==> src/rtl/hwag_pkg.sv <==
// Shared hwag definitions: generator FSM states, config limits and width defaults
// used by both the wheel generator and the capture side.
package hwag_pkg;

   localparam int HWAG_PERIOD_W = 16;
   localparam int HWAG_TOOTH_W  = 8;

   localparam int unsigned MIN_PERIOD = 32'd2;
   localparam int unsigned MIN_TEETH  = 32'd3;

   typedef enum logic [0:0] {IDLE, RUN} hwag_gen_state_t;

   // Arguments are widened to 32 bits so missing+2 can never overflow.
   function automatic logic cfg_valid(input int unsigned period, input int unsigned high,
                                      input int unsigned teeth, input int unsigned missing);
      return (period >= MIN_PERIOD) && (high >= 32'd1) && (high < period) &&
             (teeth >= MIN_TEETH) && ((missing + 32'd2) <= teeth);
   endfunction

endpackage

==> src/rtl/hwag_gen_counter.sv <==
// Phase/slot counter pair for the wheel generator. Next-state values are exported
// so the output stage can register raw/gap aligned with the counters.
module hwag_gen_counter #(
   parameter int PERIOD_W = 16,
   parameter int TOOTH_W  = 8
) (
   input  logic                clk,
   input  logic                rst,
   input  logic                run,
   input  logic [PERIOD_W-1:0] period,
   input  logic [TOOTH_W-1:0]  teeth,
   output logic [TOOTH_W-1:0]  slot,
   output logic [PERIOD_W-1:0] phase_nxt,
   output logic [TOOTH_W-1:0]  slot_nxt,
   output logic                end_rev
);

   logic [PERIOD_W-1:0] phase;
   logic                end_slot;

   assign end_slot = run && (phase == period - PERIOD_W'(1));
   assign end_rev  = end_slot && (slot == teeth - TOOTH_W'(1));

   // Counters park at zero whenever the generator is not running.
   always_comb begin
      phase_nxt = '0;
      slot_nxt  = '0;
      if (run) begin
         phase_nxt = end_slot ? '0 : phase + PERIOD_W'(1);
         if (end_rev)
            slot_nxt = '0;
         else if (end_slot)
            slot_nxt = slot + TOOTH_W'(1);
         else
            slot_nxt = slot;
      end
   end

   always_ff @(posedge clk) begin
      if (rst) begin
         phase <= '0;
         slot  <= '0;
      end else begin
         phase <= phase_nxt;
         slot  <= slot_nxt;
      end
   end

endmodule

==> src/rtl/hwag_vr_gen.sv <==
// N-minus-M toothed-wheel generator. Config is shadowed at each revolution start so
// a reprogram mid-revolution can never produce a malformed tooth.
module hwag_vr_gen
   import hwag_pkg::*;
#(
   parameter int PERIOD_W = HWAG_PERIOD_W,
   parameter int TOOTH_W  = HWAG_TOOTH_W
) (
   input  logic                clk,
   input  logic                rst,
   input  logic                ena,
   input  logic                inv,
   input  logic [PERIOD_W-1:0] cfg_period,
   input  logic [PERIOD_W-1:0] cfg_high,
   input  logic [TOOTH_W-1:0]  cfg_teeth,
   input  logic [TOOTH_W-1:0]  cfg_missing,
   output logic                vr_out,
   output logic [TOOTH_W-1:0]  slot,
   output logic                gap,
   output logic                rev_pulse,
   output logic                busy,
   output logic                cfg_err
);

   hwag_gen_state_t     state;
   logic [PERIOD_W-1:0] sh_period, sh_high;
   logic [TOOTH_W-1:0]  sh_teeth, sh_missing;
   logic [PERIOD_W-1:0] phase_nxt;
   logic [TOOTH_W-1:0]  slot_nxt;
   logic                end_rev, live_ok, miss_nxt, raw;

   assign live_ok  = cfg_valid(32'(cfg_period), 32'(cfg_high), 32'(cfg_teeth), 32'(cfg_missing));
   assign miss_nxt = slot_nxt >= (sh_teeth - sh_missing);
   assign vr_out   = raw ^ inv;

   hwag_gen_counter #(.PERIOD_W(PERIOD_W), .TOOTH_W(TOOTH_W)) u_cnt (
      .clk       (clk),
      .rst       (rst),
      .run       (state == RUN),
      .period    (sh_period),
      .teeth     (sh_teeth),
      .slot      (slot),
      .phase_nxt (phase_nxt),
      .slot_nxt  (slot_nxt),
      .end_rev   (end_rev)
   );

   always_ff @(posedge clk) begin
      if (rst) begin
         state      <= IDLE;
         raw        <= 1'b0;
         gap        <= 1'b0;
         rev_pulse  <= 1'b0;
         busy       <= 1'b0;
         cfg_err    <= 1'b0;
         sh_period  <= '0;
         sh_high    <= '0;
         sh_teeth   <= '0;
         sh_missing <= '0;
      end else begin
         rev_pulse <= 1'b0;
         case (state)
            IDLE: begin
               if (ena) begin
                  if (live_ok) begin
                     sh_period  <= cfg_period;
                     sh_high    <= cfg_high;
                     sh_teeth   <= cfg_teeth;
                     sh_missing <= cfg_missing;
                     state      <= RUN;
                     raw        <= 1'b1;
                     gap        <= 1'b0;
                     rev_pulse  <= 1'b1;
                     busy       <= 1'b1;
                     cfg_err    <= 1'b0;
                  end else begin
                     cfg_err <= 1'b1;
                     raw     <= 1'b0;
                  end
               end
            end
            RUN: begin
               if (end_rev) begin
                  gap <= 1'b0;
                  if (!ena) begin
                     state <= IDLE;
                     raw   <= 1'b0;
                     busy  <= 1'b0;
                  end else begin
                     // Slot 0 is never missing and high >= 1, so the tooth starts high
                     // whether the new or the retained shadow config applies.
                     raw       <= 1'b1;
                     rev_pulse <= 1'b1;
                     cfg_err   <= !live_ok;
                     if (live_ok) begin
                        sh_period  <= cfg_period;
                        sh_high    <= cfg_high;
                        sh_teeth   <= cfg_teeth;
                        sh_missing <= cfg_missing;
                     end
                  end
               end else begin
                  raw <= (phase_nxt < sh_high) && !miss_nxt;
                  gap <= miss_nxt;
               end
            end
            default: state <= IDLE;
         endcase
      end
   end

endmodule
==> config.mk <==
export PLATFORM = sky130hd
export DESIGN_NAME = hwag_vr_gen
export DESIGN_NICKNAME = d
export VERILOG_FILES = /design/src/rtl/hwag_pkg.sv /design/src/rtl/hwag_gen_counter.sv /design/src/rtl/hwag_vr_gen.sv
export SDC_FILE = /design/constraint.sdc
export NUM_CORES = 1
export LEC_CHECK = 0
export CAP_MARGIN = 20
export CORE_MARGIN = 2
export CORE_UTILIZATION = 50
export DETAILED_ROUTE_END_ITERATION = 12
export PLACE_DENSITY = 0.83
export SYNTH_ARGS = -nofsm -noshare
export SYNTH_HDL_FRONTEND = slang
export SYNTH_SLANG_ARGS = --single-unit
==> constraint.sdc <==
create_clock -name clk -period 5.3 [get_ports clk]
set_input_delay 1.06 -clock clk [delete_from_list [all_inputs] [get_ports clk]]
set_output_delay 1.06 -clock clk [all_outputs]
set_load 0.01 [all_outputs]
==> summary.txt <==
Yosys
  – Syn Nets: 764
  – Synth Register Bits: 78
  – Cell count after synthesis: about 650
  – Mapped cell area: roughly 5500 µm²
  – Seq/Total Area, Yosys: 0.285
  – Main synth FF type: dfxtp_1
  – Syn avg cell area: between 8 and 9 µm²
  – Syn. warnings: 0
  – Yosys cell types: 56
  – Number of synthesized flops with an enable pin: 0
  – Fraction of registers with async set/reset: 0

Cells and area
  – Filler cells: 940
  – Ant diodes: 0
  – Nets@finish: 819
  – Share of cells above drive strength 1: 0.0435
  – Post-route cell area: 6400 µm²
  – Area Overhead vs Synth: 16.9%

Global route
  – GR Overflow Total: 0
  – Pin count of the biggest net entering global routing: 74
  – Vias in the first global route: 4829
  – Initial antenna violation count: 0
  – Gr usage total: 0.247
  – First-pass GRT wire length: ~23 mm

Placed design
  – Port Buffer Count: 64
  – Hpwl dp: 11.0 mm
  – Dpl cell area: ~6200 µm²
  – Gpl congestion: approximately 0.88

Worst setup path
  – R2R Path Start: sh_period[4]$_SDFFE_PP0P_
  – Arrival @ worst endpoint: between 5000 and 6000 ps
  – Critical path destination: raw$_SDFFE_PP0P_
  – Critical-path top delay cell: nor4_2
  – R2R Setup Slk: ~400 ps
  – Worst r2r dst: raw$_SDFFE_PP0P_
  – Worst reg-to-reg path cell count: 15
  – WS Path Type: flip-flop to flip-flop
  – Slowest stage delay, CP: between 500 and 600 ps
  – Setup crit start kind: flip-flop
  – Critical Path Fanout Max: 10
  – Setup crit end kind: flip-flop
  – CP Cell Sequence: nor4_2 > nand4_1 > xnor2_1 > or3b_1 > or4_4 > nand2_1 > nor2_1 > ha_1 > a21o_1 > a221o_1 > a221oi_1 > o31ai_1 > nor3_1 > o211ai_1 > a311oi_1
  – Req. time, crit path: around 5600 ps
  – CP startpoint: sh_period[4]$_SDFFE_PP0P_

Power and ir drop
  – Clk pwr share: 0.258
  – Sequential share of power: 0.426
  – LEAKAGE: approximately 2.6 nW
  – Power Total: 1.54 mW
  – PD cells: 241 nW/µm²
  – Switching share of power: 0.337
  – Combinational Power Share: 0.316
  – Pint: 1.02 mW
  – Worst VDD drop: about 0.00011 V
  – Switch Pwr: roughly 0.52 mW

Route
  – TritonRoute pass-1 iters: 5
  – Drt initial violations: between 300 and 400
  – Post-route ant nets: 0
  – Routed wire length: 14.1 mm
  – Vias: approximately 5000
  – Vias/cell: ~5.8
  – Drt wl/cell: 16.6 µm
  – Drt drc: 0

Clocking
  – Worst skew pair latency: ~360 ps
  – Total clock buffers created by CTS: 9
  – Root buffer cell: clkbuf_8
  – Clock-pin slew of the registers on the worst-case setup and hold paths: ~70 ps
  – CTS tree: done
  – Maximum buffer depth of the clock tree: 2
  – Setup Fix Bufs, Post-CTS: 0
  – # hold bufs at CTS: 0
  – H-tree depth: 3
  – Cts repair resizes: 0
  – CTS Sinks: 78

Timing
  – Final Hold Fails: 0
  – Slew HR: 0.419
  – RSZ-0062 raised after global routing: false
  – Setup violators final: 0
  – Final min period: just under 5000 ps
  – Final Skew: around 11 ps
  – Max frequency: ~0.2 GHz
  – Max Transition Viols Final: 0
  – Worst Hold Slack: between 400 and 500 ps
  – Sum of negative setup slack: 0 ps
  – Tightest Pin Transition: 850 ps
  – Tcrit/Tclk final: 0.925

Floorplan
  – Chip width: about 110 µm
  – Placeable Area: 10700 µm²
  – Initial Util: 0.510
  – I/O pin total: 65
  – Die ar.: about 12000 µm²
  – Num rows: 38
  – Die height: approximately 110 µm

Run status
  – Status: complete, no violations

Min path
  – HP Class: flip-flop to flip-flop

Job
  – Max_cap viols: 0
-- cells by family after synthesis --
kind of cell / Yosys count / synth area share
and+or+nand+nor: 241 / 0.222
muxes: 49 / 0.0895
DFF: 78 / 0.285
xor gates and xnor gates: 62 / 0.102
buffers and inverters: 85 / 0.0614
adders and majority gates: 59 / 0.136
AOI/OAI and AO/OA: 79 / 0.103
-- state kept, by name (all words and copies together), names as in the netlist, 8 cells and up --
name and flops:
u_cnt.phase 16, sh_missing 8, sh_teeth 8, sh_period 16
sh_high 16, u_cnt.slot 8
-- how the worst min path moves through the flow --
stage                     cells past startpoint  slack [ps]                  endpoint                     start
after floorplan                               2         460  sh_high[10]$_SDFFE_PP0P_  sh_high[10]$_SDFFE_PP0P_
after global placement                        2         470          gap$_SDFFE_PP0P_          gap$_SDFFE_PP0P_
after detailed placement                      2         480         busy$_SDFFE_PP0P_         busy$_SDFFE_PP0P_
after CTS                                     2         490         busy$_SDFFE_PP0P_         busy$_SDFFE_PP0P_
after global routing                          2         510         busy$_SDFFE_PP0P_         busy$_SDFFE_PP0P_
final                                         2         490          gap$_SDFFE_PP0P_          gap$_SDFFE_PP0P_
-- layer usage --
metal	vias up	track usage	wire [µm]
met5	-	0	0
met4	0	0.0678	253
met3	29	0.0412	957
met2	172	0.403	6450
met1	2342	0.338	6460
li1	2397	-	-
-- critical path, delay by kind of cell (launching register included) --
family	cells	cell delay, ps
flops	1	400
xor+xnor	1	280
simple gates	7	2240
compound gates	6	1590
fa+ha+maj	1	300
-- through the flow --
step / setup WS [ps] / utilization / std cells
3_3_place_gp: 523 / 0.580 / 837
4_1_cts: 369 / 0.595 / 853
5_1_grt: 201 / 0.596 / 853
2_1_floorplan: 993 / - / 653
3_5_place_dp: 388 / 0.580 / 837
6_report: 398 / 0.596 / 853
-- cell usage in the layout (no fill, tap or decap), drive strengths merged, types with 3 or more instances in the layout --
cell,synthesis,routed
a2111oi,4,4
a211o,3,3
a211oi,6,6
a21o,13,13
a21oi,17,17
and3,13,13
buf,9,4
clkbuf,14,11
clkdlybuf4s50,0,63
clkinvlp,0,3
dfxtp,78,78
ha,58,58
inv,62,62
mux2i,49,49
nand2,17,17
nand2b,9,9
nand3,22,22
nand4,12,12
nor2,98,98
nor2b,6,6
nor3,30,30
nor4,13,13
nor4b,4,4
o211ai,6,6
o21ai,10,10
or4,4,4
xnor2,32,32
xor2,29,29
-- cell usage after synthesis, types with 2 or more instances --
cell | n | share of area
a211o_1 | 3 | 0.0048
xor2_1 | 29 | 0.046
or4_4 | 2 | 0.0041
a31oi_1 | 2 | 0.0023
o21bai_1 | 2 | 0.0027
nor2b_1 | 6 | 0.0069
dfxtp_1 | 78 | 0.29
inv_1 | 62 | 0.042
and2_1 | 2 | 0.0023
nand2b_1 | 9 | 0.010
nor4b_1 | 4 | 0.0064
a221oi_1 | 2 | 0.0032
a21o_1 | 13 | 0.018
nor3b_1 | 2 | 0.0027
nand2_1 | 17 | 0.012
or4_1 | 2 | 0.0027
xnor2_1 | 32 | 0.051
nor2_1 | 98 | 0.067
or2_2 | 2 | 0.0023
o32ai_1 | 2 | 0.0032
a2111oi_0 | 4 | 0.0064
ha_1 | 58 | 0.13
o21ai_0 | 10 | 0.0091
nand3_1 | 22 | 0.020
nand4b_1 | 2 | 0.0032
a21oi_1 | 16 | 0.015
nor4_2 | 2 | 0.0046
mux2i_1 | 49 | 0.090
buf_2 | 8 | 0.0073
nand4_1 | 12 | 0.014
and3_1 | 13 | 0.015
a211oi_1 | 6 | 0.0082
nor4_1 | 10 | 0.011
nor3_1 | 30 | 0.027
or3_1 | 2 | 0.0023
clkbuf_1 | 14 | 0.0096
o211ai_1 | 6 | 0.0082
o31ai_1 | 2 | 0.0027
-- power groups by stage --
stage                     Combinational (mW)  Sequential, mW  Clock [mW]
after floorplan                        0.342           0.654           0
after global placement                 0.454           0.666           0
after detailed placement               0.479           0.669           0
after CTS                              0.482           0.655       0.399
after global routing                   0.536           0.661       0.426
final                                  0.487           0.657       0.397
-- layout make-up --
cell class                 count  area (µm²)  share of cell area
multi-input combinational    490        3600               0.562
sequential                    78        1560               0.244
timing repair buffer          67         671               0.105
inverter                      62         233              0.0363
tap                          140         175              0.0274
clock buffer                  11         131              0.0205
clock inverter                 5        36.3             0.00567
(Power assumes the default switching activity.)
